<file path="src/rtl/rvc_pkg.sv">
// Shared constants and state type for the rvc ready/valid controller.
// Optional accept counter is enabled with RVC_ACCEPT_CNT_EN.
package rvc_pkg;
    localparam int RVC_WIDTH = 8;
    localparam int RVC_CNT_W = 16;

    // S_EMPTY: ready asserted; S_FULL: held word presented downstream.
    typedef enum logic [0:0] {
        S_EMPTY = 1'b0,
        S_FULL  = 1'b1
    } rvc_state_e;
endpackage

</file>
<file path="src/rtl/rvc_flag_reg.sv">
// 1-bit enable register with synchronous reset value 1; holds the ready flag.
module rvc_flag_reg (
    input  logic clk,
    input  logic rst,
    input  logic en,
    input  logic d,
    output logic q
);

    // Flag storage: forced to 1 on reset, otherwise loads d when enabled
    always_ff @(posedge clk) begin
        if (rst) begin
            q <= 1'b1;
        end else if (en) begin
            q <= d;
        end else begin
            q <= q;
        end
    end

endmodule

</file>
<file path="src/rtl/rvc_ready_ctrl.sv">
// Single-entry ready/valid controller with a 1-deep holding buffer.
// Define RVC_ACCEPT_CNT_EN to add the accept_cnt output and its counter.
module rvc_ready_ctrl
    import rvc_pkg::*;
#(
    parameter int WIDTH = RVC_WIDTH
`ifdef RVC_ACCEPT_CNT_EN
    ,
    parameter int CNT_W = RVC_CNT_W
`endif
) (
    input  logic             clk,
    input  logic             rst,
    input  logic             valid,
    input  logic [WIDTH-1:0] data_in,
    output logic             ready,
    output logic             out_valid,
    output logic [WIDTH-1:0] out_data,
    input  logic             out_ready,
    output logic             ready_reg,
    output logic             ready_en
`ifdef RVC_ACCEPT_CNT_EN
    ,
    output logic [CNT_W-1:0] accept_cnt
`endif
);

    rvc_state_e       state_r;
    rvc_state_e       state_nxt_s;
    logic             ready_s;
    logic             accept_s;
    logic             drain_s;
    logic             ready_reg_s;
    logic             ready_en_s;
    logic [WIDTH-1:0] out_data_r;

    // Handshake decode and next value/enable for the ready flag
    always_comb begin
        accept_s   = valid & ready_s;
        drain_s    = (state_r == S_FULL) & out_ready;
        ready_en_s = rst | accept_s | drain_s;
        if (rst) begin
            ready_reg_s = 1'b1;
        end else if (accept_s) begin
            ready_reg_s = 1'b0;
        end else if (drain_s) begin
            ready_reg_s = 1'b1;
        end else begin
            ready_reg_s = ready_s;
        end
    end

    rvc_flag_reg u_ready_flag (
        .clk (clk),
        .rst (rst),
        .en  (ready_en_s),
        .d   (ready_reg_s),
        .q   (ready_s)
    );

    // FSM next-state logic
    always_comb begin
        state_nxt_s = state_r;
        case (state_r)
            S_EMPTY: begin
                if (accept_s) begin
                    state_nxt_s = S_FULL;
                end else begin
                    state_nxt_s = S_EMPTY;
                end
            end
            S_FULL: begin
                if (drain_s) begin
                    state_nxt_s = S_EMPTY;
                end else begin
                    state_nxt_s = S_FULL;
                end
            end
            default: state_nxt_s = S_EMPTY;
        endcase
    end

    // FSM state register
    always_ff @(posedge clk) begin
        if (rst) begin
            state_r <= S_EMPTY;
        end else begin
            state_r <= state_nxt_s;
        end
    end

    // Holding buffer: captured on accept, kept through drain
    always_ff @(posedge clk) begin
        if (rst) begin
            out_data_r <= {WIDTH{1'b0}};
        end else if (accept_s) begin
            out_data_r <= data_in;
        end else begin
            out_data_r <= out_data_r;
        end
    end

`ifdef RVC_ACCEPT_CNT_EN
    logic [CNT_W-1:0] accept_cnt_r;

    // Accepted-word counter, wraps naturally at full scale
    always_ff @(posedge clk) begin
        if (rst) begin
            accept_cnt_r <= {CNT_W{1'b0}};
        end else if (accept_s) begin
            accept_cnt_r <= accept_cnt_r + {{(CNT_W-1){1'b0}}, 1'b1};
        end else begin
            accept_cnt_r <= accept_cnt_r;
        end
    end

    assign accept_cnt = accept_cnt_r;
`endif

    assign ready     = ready_s;
    assign out_valid = (state_r == S_FULL);
    assign out_data  = out_data_r;
    assign ready_reg = ready_reg_s;
    assign ready_en  = ready_en_s;

endmodule

</file>
<file path="config.mk">
export PLATFORM = sky130hd
export DESIGN_NAME = rvc_ready_ctrl
export DESIGN_NICKNAME = d
export VERILOG_FILES = /design/src/rtl/rvc_pkg.sv /design/src/rtl/rvc_flag_reg.sv /design/src/rtl/rvc_ready_ctrl.sv
export SDC_FILE = /design/constraint.sdc
export NUM_CORES = 1
export LEC_CHECK = 0
export ABC_CLOCK_PERIOD_IN_PS = 1180
export BUFFER_PORTS_ARGS = -buffer_cell sky130_fd_sc_hd__buf_2
export CORE_MARGIN = 1.5
export CORE_UTILIZATION = 30
export DETAILED_ROUTE_END_ITERATION = 7
export PLACE_DENSITY = 0.62
export RECOVER_POWER = 100
export REMOVE_ABC_BUFFERS = 1
export SETUP_SLACK_MARGIN = 0.02
export SYNTH_ARGS = -nofsm -noshare
export SYNTH_HDL_FRONTEND = slang
export SYNTH_SLANG_ARGS = --single-unit
</file>
<file path="constraint.sdc">
create_clock -name clk -period 1.18 [get_ports clk]
set_input_delay 0.118 -clock clk [delete_from_list [all_inputs] [get_ports clk]]
set_output_delay 0.118 -clock clk [all_outputs]
set_load 0.05 [all_outputs]
</file>
* Word-level counts from Yosys, hierarchy flattened
Index checks and enable logic that the tools add are counted.
** Word-level totals
- Bits in read-only memories :: 0
- Bits in writable memories :: 0
- Bits in latches :: 0
- Output and inout port bits :: 12
- Memories :: 0
- Input port bits :: 12
- Bits in registers :: 10
- Logic and storage cells :: 14
** Operators by class
- Div/mod/pow operators :: 0
- Reduce and logical (&&, ||, !) cells :: 0
- Equality and inequality tests :: 0
- Shift operators :: 0
- Order comparisons :: 0
- Muxes and demuxes :: 6
- Bitwise operators :: 5
- $add $sub $neg :: 0
- Multipliers :: 0
** Operator list (count)
- 1-bit two-way mux :: 5
- 1-bit bitwise AND :: 2
- 1-bit bitwise OR :: 2
- 1-bit one-hot mux with 2 select lines :: 1
- 1-bit NOT :: 1

* Logic depth before layout (Yosys ltp)
Gate-level depths: netlist of run 1.
- Depth in word-level cells :: 4
- Gate-level depth with buffers :: 4
- Depth with buffers taken out :: 2

* Cells and area by module
Synthesis of run 1 repeated with hierarchy kept, for this count alone.
** Unflattened totals
- Cells, all modules :: 48
- Area total of the unflattened synthesis :: 471.7 sq um
** Modules (own cells, without submodules)
- rvc_ready_ctrl :: area each 436.7 sq um, cells each 45, times used 1, sequential area each 180.2 sq um
- rvc_flag_reg :: area each 35.0 sq um, cells each 3, times used 1, sequential area each 20.0 sq um

* Worst setup path before layout of run 1
Ideal clock, no wire load.
- Kind :: reg2out
- Start :: register u_ready_flag.q
- End :: output port ready_reg
- Slack :: -0.765 ns
- Stages on the path, launching flop included :: 5
- Required time :: 1.062 ns
- Buffers on the path :: 2
- Data arrival time :: 1.827 ns
- Path through :: dfxtp_1 buf_4 buf_4 a21oi_1 o21bai_1
** On the way
- Word-level cells in the longest chain between the ends :: 3
- Elaborated cells on any way between the ends :: 4
- Those cells by class :: mux: 3; bitwise: 1
** Ends and longest elaborated chain
- from (decl) :: line rvc_flag_reg.sv:7 : output logic q
- from (signal assigned) :: line rvc_flag_reg.sv:17 : q <= q;
- 1-bit two-way mux / 1-bit bitwise AND (equally long branches) :: line rvc_ready_ctrl.sv:46, rvc_ready_ctrl.sv:39
- 1-bit two-way mux * :: line rvc_ready_ctrl.sv:44 : end else if (accept_s) begin
- 1-bit two-way mux * :: line rvc_ready_ctrl.sv:42 : if (rst) begin
- to (decl) :: line rvc_ready_ctrl.sv:20 : output logic ready_reg,
Every way passes the cells marked *; elsewhere a longest branch is shown, timed or not.

* Worst setup path after layout of run 1
- Start :: register u_ready_flag.q
- End :: output port ready_en
** On the way
- Word-level cells in the longest chain between the ends :: 3
** Ends and longest elaborated chain
- 1-bit bitwise AND :: line rvc_ready_ctrl.sv:39 : accept_s = valid & ready_s;
- 1-bit bitwise OR (2 in a row) :: line rvc_ready_ctrl.sv:41 : ready_en_s = rst | accept_s | drain_s;
- to (decl) :: line rvc_ready_ctrl.sv:21 : output logic ready_en
No other way between the ends.

==> results of run 1 <==
==> layout make-up <==
| class | count | area (um2) |
|---|---|---|
| tap | 16 | 20.0 |
| fill | 161 | 826 |
| multi-input combinational | 32 | 224 |
| timing repair buffer | 30 | 176 |
| clock buffer | 3 | 22.5 |
| sequential | 10 | 203 |
==> critical path, stage by stage, from the launching register on <==
cell,delay [ns]
sky130_fd_sc_hd__dfxtp_2,0.32
sky130_fd_sc_hd__and2_4,0.14
sky130_fd_sc_hd__a211o_1,0.24
sky130_fd_sc_hd__buf_6,0.16
==> registers in the layout, indices dropped and copies added (netlist names) <==
register,cells
out_data,8
out_valid,1
u_ready_flag.q,1
==> kinds of logic after synthesis <==
group,Yosys count,share of synthesized area (%)
buffers and inverters,5,9.70
AND/OR/NAND/NOR,11,13.2
AO/OA/AOI/OAI,21,34.0
flip-flops,10,43.1
==> worst paths after layout <==
kind	from	endpoint	slack (ns)	cells past startpoint
max	u_ready_flag.q	ready_en	-0.05	3
min	data_in[3]	out_data[3]	0.11	3
max reg2reg	u_ready_flag.q	u_ready_flag.q	0.03	7
min reg2reg	out_valid	out_valid	0.51	2
==> stage by stage <==
| stage | hold WS [ns] | utilization [%] | TNS [ns] | power [W] |
|---|---|---|---|---|
| 2_1_floorplan | 0.180 | - | -2.37 | 0.000538 |
| 6_report | 0.109 | 43.9 | -0.0768 | 0.000860 |
| 4_1_cts | 0.100 | 43.9 | -0.118 | 0.000873 |
| 3_3_place_gp | 0.371 | 38.7 | 0 | 0.000609 |
| 5_1_grt | 0.101 | 43.9 | -0.233 | 0.000916 |
| 3_5_place_dp | 0.378 | 38.7 | 0 | 0.000613 |
==> repair_timing <==
item / CTS / global route
gates resized for setup: 7 / 0
buffers inserted: 5 / 0
setup endpoints to repair: 2 / 3
pin swaps: 2 / 3
==> cells in the mapped netlist <==
library cell               instances  area (um2)
sky130_fd_sc_hd__and2_2            1        7.51
sky130_fd_sc_hd__a21oi_1           9        45.0
sky130_fd_sc_hd__a21bo_1           1        10.0
sky130_fd_sc_hd__nand2b_1          1        6.26
sky130_fd_sc_hd__buf_6             1        11.3
sky130_fd_sc_hd__nand3b_1          1        7.51
sky130_fd_sc_hd__dfxtp_1          10         200
sky130_fd_sc_hd__a21oi_2           1        8.76
sky130_fd_sc_hd__clkbuf_1          1        3.75
sky130_fd_sc_hd__a21bo_2           7        70.1
sky130_fd_sc_hd__nand3_1           8        40.0
sky130_fd_sc_hd__buf_4             2        15.0
sky130_fd_sc_hd__o21bai_1          2        15.0
sky130_fd_sc_hd__a211o_1           1        8.76
sky130_fd_sc_hd__buf_8             1        15.0
==> power groups by stage <==
stage | Clock, W | Sequential, W | Combinational, W
final | 0.000222 | 0.000374 | 0.000265
after global routing | 0.000256 | 0.000376 | 0.000283
after CTS | 0.000234 | 0.000373 | 0.000266
after detailed placement | 0 | 0.000379 | 0.000233
after global placement | 0 | 0.000378 | 0.000231
after floorplan | 0 | 0.000466 | 0.0000713
==> metal layers <==
layer	share of wire, %	up-vias	track usage, %
li1	-	226	-
met1	45	207	16.0
met2	49	16	22.8
met3	5.7	0	6.90
met4	0	0	3.75
met5	0	-	0
==> results by stage, run 1 <==
Outcome:
- The flow ran to the end, but the final reports show violations.
- The final reports fail on setup timing.

Cells and area:
- The final standard cell count with taps included and fillers excluded is 91.
- The final instance area is 646 um2.
- Relative to the synthesized area, the layout overhead comes to 39.1%.
- The library cells used most frequently in the layout, excluding fill and tap cells, are sky130_fd_sc_hd__buf_2, sky130_fd_sc_hd__clkbuf_2, sky130_fd_sc_hd__a21oi_1, sky130_fd_sc_hd__nand3_1, sky130_fd_sc_hd__dfxtp_1.
- The number of antenna repair diodes is 0.
- The layout cell share with drive strength beyond 1 is 60.0%.
- The final layout net count is 89.
- Leaving out fill and tap cells, the most frequent cell in the layout is sky130_fd_sc_hd__buf_2.

Power:
- Registers are responsible for 43.5% of the overall power.
- The part of the total power dissipated in combinational logic is 30.8%.
- In this run the static leakage power is 0.304 nW.
- Net switching is 33.2% of the power.
- The share of total power dissipated in the clock network is 25.8%.
- The reported net switching power is 0.000285 W.
- The cell area power density is 1330 nW/um2.
- Across the VDD grid, the largest voltage drop is 0.000778 V.
- Cell internal power was estimated by the tool at 0.000575 W.

Synthesis:
- Synthesis produced a netlist whose cell count is 47.
- The synthesized netlist occupies a cell area of 464 um2.
- Sequential elements use 43.1% of the synthesized area.
- The synthesis warning total is 0.
- The synthesis-stage register bit count is 10.
- After synthesis, the netlist uses 15 different library cells.
- A synthesized cell averages 9.88 um2.

Global routing:
- The combined global-route utilization of all metal layers is 13.9%.
- The via count of the first global-routing pass is 447.
- The wire length of the first global-routing pass is 1.86 mm.
- The initial antenna violation count is 0.
- Summed over all layers, the global routing overflow is 0.
- The pin count of the biggest net entering global routing is 18.

Drt:
- The number of vias in the routed layout is 449.
- The final wirelength is 1.04 mm.
- The length of the first detailed-routing pass in iterations is 4.
- The DRC marker count from the first detailed-route iteration is 9.
- The residual antenna-violating net count after detailed routing is 0.
- After detailed routing, the average wire length per cell comes to 11.5 um.
- The detailed-route DRC error count is 0.
- The detailed-route vias per instance is 4.93.

Place:
- After detailed placement, the total cell area comes to 569 um2.
- Input and output buffers added on the ports amount to 23.
- Once placement completed, the tool counted placed cells totaling 83.
- The weighted congestion reported at the end of routability-driven placement is 0.667.
- The worst setup slack after placement is 0.136 ns.
- The half-perimeter wire length after placement is 675 um.

Timing:
- For the pin with the worst max-slew slack, the measured transition is 0.285 ns.
- Between clock sinks in the finished design, the worst skew comes to 0.00166 ns.
- The final count of hold timing violations came to 0.
- Setup repair after global routing could not meet its margin everywhere.
- The post-layout worst setup margin is -0.0507 ns.
- The worst pin sits at a relative slew slack of 81.1%.
- The final critical delay including setup and external delays is 1.23 ns.
- Dividing the final minimum period by the clock period gives 104%.
- The timing-limited maximum frequency is 813 MHz.
- The count of final setup violators is 2.
- The total count of max-transition violations in the final report is 0.

Die:
- Measured along the y axis, the die boundary spans 42.3 um.
- Row generation in the floorplan step produced 14 rows.
- The core outline area is 1470 um2.
- During I/O placement, the number of pins put on the boundary was 24.
- The die covers 1790 um2.
- Once the floorplan was initialized, standard cells occupied 31.5% of the core.
- The die is 42.3 um wide.

Clocking:
- The number of sinks driven by the clock tree is 10.
- The clock latency on the worst-skew pair is 0.26 ns.
- The number of hold-repair buffers added at the cts stage is 0.
- The number of buffers added by the clock tree synthesis step is 3.
- The level count of the clock H-tree is 1.
- The buffer cell driving the clock tree root is sky130_fd_sc_hd__clkbuf_4.
- After clock tree synthesis, the clock-pin slew on the worst setup and hold paths is 0.06 ns.
- TritonCTS built the clock tree.
- The number of buffers on the longest clock path is 2.

Worst setup path:
- The worst setup path is launched from a register.
- Of all nets on the critical path, the largest fanout is 3.
- The data arrival time at the worst-slack endpoint is 1.11 ns.
- The critical path class is reg2out.
- The required time at the worst-slack endpoint is 1.06 ns.
- STA classifies the critical path endpoint as an output port.

Hold path:
- The path class of the tightest hold or removal check is in2reg.

Run:
- The count of max-cap constraint violations is 0.
Note: power is estimated with default switching activity, not from simulation.
==> inputs of run 2 (changes only) <==
--- a/config.mk
+++ b/config.mk
@@ -5,12 +5,13 @@
 export SDC_FILE = /design/constraint.sdc
 export NUM_CORES = 1
 export LEC_CHECK = 0
+export ABC_AREA = 1
 export ABC_CLOCK_PERIOD_IN_PS = 1180
 export BUFFER_PORTS_ARGS = -buffer_cell sky130_fd_sc_hd__buf_2
 export CORE_MARGIN = 1.5
 export CORE_UTILIZATION = 30
 export DETAILED_ROUTE_END_ITERATION = 7
-export PLACE_DENSITY = 0.62
+export PLACE_DENSITY = 0.63
 export RECOVER_POWER = 100
 export REMOVE_ABC_BUFFERS = 1
 export SETUP_SLACK_MARGIN = 0.02
==> results by stage, run 2 <==
Synthesis:
- A synthesized cell averages 6.73 um2.
- The post-synthesis async set-or-reset flop share is 0%.
- The largest total area in the synthesized netlist belongs to sky130_fd_sc_hd__dfxtp_1.
- The count of distinct cell types in the synthesized netlist is 11.
- Ranked by total cell area, the synthesized netlist is headed by sky130_fd_sc_hd__dfxtp_1, sky130_fd_sc_hd__nand2_1, sky130_fd_sc_hd__nor2_1, sky130_fd_sc_hd__inv_1, sky130_fd_sc_hd__nand3_1.
- The synthesis warning total is 0.
- The proportion of synthesized chip area in sequential cells is 46.5%.
- The proportion of synthesized area in mux cells is 0%.
- The xor-xnor portion of the synthesized cell area is 0%.
- The basic-gate share of the synthesized area counting and, or, nand and nor cells is 39.8%.
- The cell with the most instances after synthesis is sky130_fd_sc_hd__nand2_1.
- Synthesis inferred 10 register bits.
- By area, the combinational part of the netlist is dominated by simple AND/OR/NAND/NOR gates.
- The commonest cells after synthesis are sky130_fd_sc_hd__nand2_1, sky130_fd_sc_hd__nor2_1, sky130_fd_sc_hd__dfxtp_1, sky130_fd_sc_hd__inv_1, sky130_fd_sc_hd__nand3_1.
- In this run the cell area of the synthesized design comes to 430 um2.
- The complex-gate fraction of the synthesized area is 1.16%.
- The most instantiated flip-flop cell in the synthesis netlist is sky130_fd_sc_hd__dfxtp_1.
- The top cell type by area accounts for 46.5% of the synthesized area.
- The cell count after synthesis came out at 64.
- Counting flops with a built-in enable in the synthesized netlist gives 0.
- The fraction of the mapped netlist area in adder cells is 0%.

Global routing:
- The via count of the first global-routing pass is 323.
- Entering global routing, the biggest net connects 11 pins.
- The initial antenna violation count is 0.
- The first global-routing pass estimated 1.21 mm of wire.
- Global routing finished with a remaining overflow of 0.
- The combined global-route utilization of all metal layers is 11.3%.

Drt:
- After detailed routing, the wire length on met1 is 438 um.
- Summing over every cut layer, the via total after detailed routing is 436.
- Using the TritonRoute via totals, the vias-per-cell ratio works out to 4.15.
- Summed over all nets, wire length on met2 after detailed routing comes to 408 um.
- The detailed router finished its first iteration with 6 violations.
- The first TritonRoute pass finished after 4 iterations.
- For this block, the routed nets add up to 921 um of wire.
- The amount of wire on met3 after detailed routing is 67 um.
- After detailed routing, the number of remaining DRC violations is 0.
- Dividing the detail-routed wire length by the instance count gives 8.77 um.
- The residual antenna-violating net count after detailed routing is 0.
- The highest layer touched by signal routing is met4.

Timing:
- Static timing analysis puts the maximum clock frequency at 847 MHz.
- Setup violations remaining at the end of the flow were counted as 1.
- The final count of hold timing violations is 0.
- Clock skew on the completed layout was measured at 0.00344 ns.
- The total count of max-transition violations in the final report was 0.
- Once routing completed, OpenROAD measured the worst setup slack at -0.000575 ns.
- For the pin with the worst max-slew slack, the measured transition is 0.360 ns.
- The routed design could run at a clock period as short as 1.18 ns.
- Measured against its own limit, the worst slew margin works out to 76.0%.
- Setup repair after global routing could not meet its margin everywhere.
- Hold is met by 0.0804 ns.
- The worst path uses 100% of the clock period.

Worst setup path:
- At the worst endpoint, the arrival time is 1.06 ns.
- The critical path class is reg2out.
- The critical-path cell with the highest stage delay is sky130_fd_sc_hd__dfxtp_2.
- Tracing the worst setup path back leads to its startpoint at u_ready_flag.q.
- The worst setup path is captured at an output port.
- In this run the worst path has a maximum fanout of 5.
- The required time at the worst-slack endpoint is 1.06 ns.
- The startpoint of the lowest-slack register-to-register path is u_ready_flag.q.
- The longest individual stage delay on the worst path is 0.35 ns.
- Across all register-to-register paths, the minimum setup slack is 0.10 ns.
- The worst setup path is launched from a register.
- Walking the worst path, the cells encountered are nand3b_1 -> nand3_1 -> buf_6.

Clocking:
- After clock tree synthesis, the flow added hold-fix buffers numbering 0.
- In this run the post-CTS setup repair buffer count came out at 0.
- The clock latency on the worst-skew pair is 0.25 ns.
- The number of buffers added by the clock tree synthesis step is 3.
- The clock transition at the registers of the reported paths is 0.06 ns.
- The number of buffers on the longest clock path is 2.
- The buffer cell driving the clock tree root is sky130_fd_sc_hd__clkbuf_4.
- The number of sinks driven by the clock tree is 10.
- The level count of the clock H-tree is 1.
- TritonCTS built the clock tree.

Place:
- Prior to clock tree synthesis, the placed netlist has a worst setup slack of 0.192 ns.
- At the end of routability-driven placement, the weighted congestion stood at 0.610.
- During placement, the flow inserted port buffers numbering 23.
- The half-perimeter wire length after placement is 655 um.

Cells and area:
- The register with the most flip-flops in the layout has 8 of them.
- The layout cell share with drive strength beyond 1 is 35.6%.
- The most common cell after layout, fill and taps aside is sky130_fd_sc_hd__nand2_1.
- The number of antenna repair diodes is 0.
- In the layout the commonest cells are sky130_fd_sc_hd__nand2_1, sky130_fd_sc_hd__nor2_1, sky130_fd_sc_hd__buf_2.
- The growth of design area from synthesis to finish is 39.5%.
- The net count of the finished layout is 104.

Die:
- The die outline height is 40.9 um.
- The initial standard-cell utilization of the core is 32.7%.
- The row count is 13.
- The number of top-level design ports is 24.
- The die covers 1670 um2.
- The die is 40.9 um wide.
- In this run the standard cell core region covers 1320 um2.

Run:
- The count of max-cap constraint violations is 0.

Outcome:
- The checks that failed: setup timing.
- The run finished, with violations left.

Power:
- The power consumption is 0.000865 W.
- Registers are responsible for 44.3% of the overall power.
- The clock network accounts for 25.7% of the total power.
- The maximum vdd drop is 0.000696 V.
- The reported net switching power is 0.000309 W.
- In this run the power density over the cells is 1440 nW/um2.
- In this run the static leakage power is 0.346 nW.
- The internal cell power is 0.000556 W.
- In this run, the combinational gates consume 30.1% of the power.
- The proportion of total power due to net switching is 35.8%.

Hold path:
- The startpoint of the most critical hold path is data_in[4].
- The class of the tightest hold or removal check is in2reg.
-- run 2: cell types whose count changed after synthesis, moves of 5 or more --
cell / before / now
sky130_fd_sc_hd__nor2_1: 0 / 15
sky130_fd_sc_hd__a21bo_2: 7 / 0
sky130_fd_sc_hd__nand3_1: 8 / 3
sky130_fd_sc_hd__nand2_1: 0 / 18
sky130_fd_sc_hd__inv_1: 0 / 10
sky130_fd_sc_hd__a21oi_1: 9 / 1
-- run 2: path summary, 6_finish.rpt --
path	depth (start not counted)	end
max reg2reg	5	out_data[6]
min reg2reg	4	out_data[3]
max	3	ready_reg
min	3	out_data[4]
-- run 2: cells by family after synthesis --
family | Yosys count
buf+inv | 12
compound gates | 1
simple gates | 41
flops | 10
-- run 2: final cells by class --
| class | count | area (um2) |
|---|---|---|
| fill | 137 | 717 |
| sequential | 10 | 201 |
| multi-input combinational | 42 | 181 |
| timing repair buffer | 25 | 139 |
| inverter | 10 | 37.5 |
| clock buffer | 3 | 22.5 |
| tap | 15 | 18.8 |
-- run 2: repair_timing --
action                                  CTS  global route
pin swaps                                 0             0
resized for setup                         5             1
endpoints found under the setup margin    2             2
-- run 2: layer usage --
layer,vias up,GRT usage (%)
met2,16,17.6
met5,-,0
li1,238,-
met1,180,13.4
met3,2,3.26
met4,0,7.50
-- run 2: through the flow --
stage / cell area (um2) / std cells / utilization (%) / setup TNS (ns)
2_1_floorplan: 414 / 62 / - / -1.24
3_3_place_gp: 563 / 102 / 42.7 / 0
3_5_place_dp: 563 / 102 / 42.7 / 0
4_1_cts: 601 / 105 / 45.6 / 0
5_1_grt: 601 / 105 / 45.6 / -0.0297
6_report: 601 / 105 / 45.6 / -0.000575
-- run 2: power groups by stage --
stage	logic (W)	clock network (W)	registers [W]
after floorplan	0.0000872	0	0.000485
final	0.000260	0.000222	0.000383
after CTS	0.000261	0.000230	0.000383
after global placement	0.000251	0	0.000388
after detailed placement	0.000252	0	0.000389
after global routing	0.000279	0.000238	0.000387
-- run 2: worst max-delay path: cells and delay by family (launching register included) --
kind | cells | cell delay (ns)
flops | 1 | 0.35
simple gates | 2 | 0.30
buf+inv | 1 | 0.16
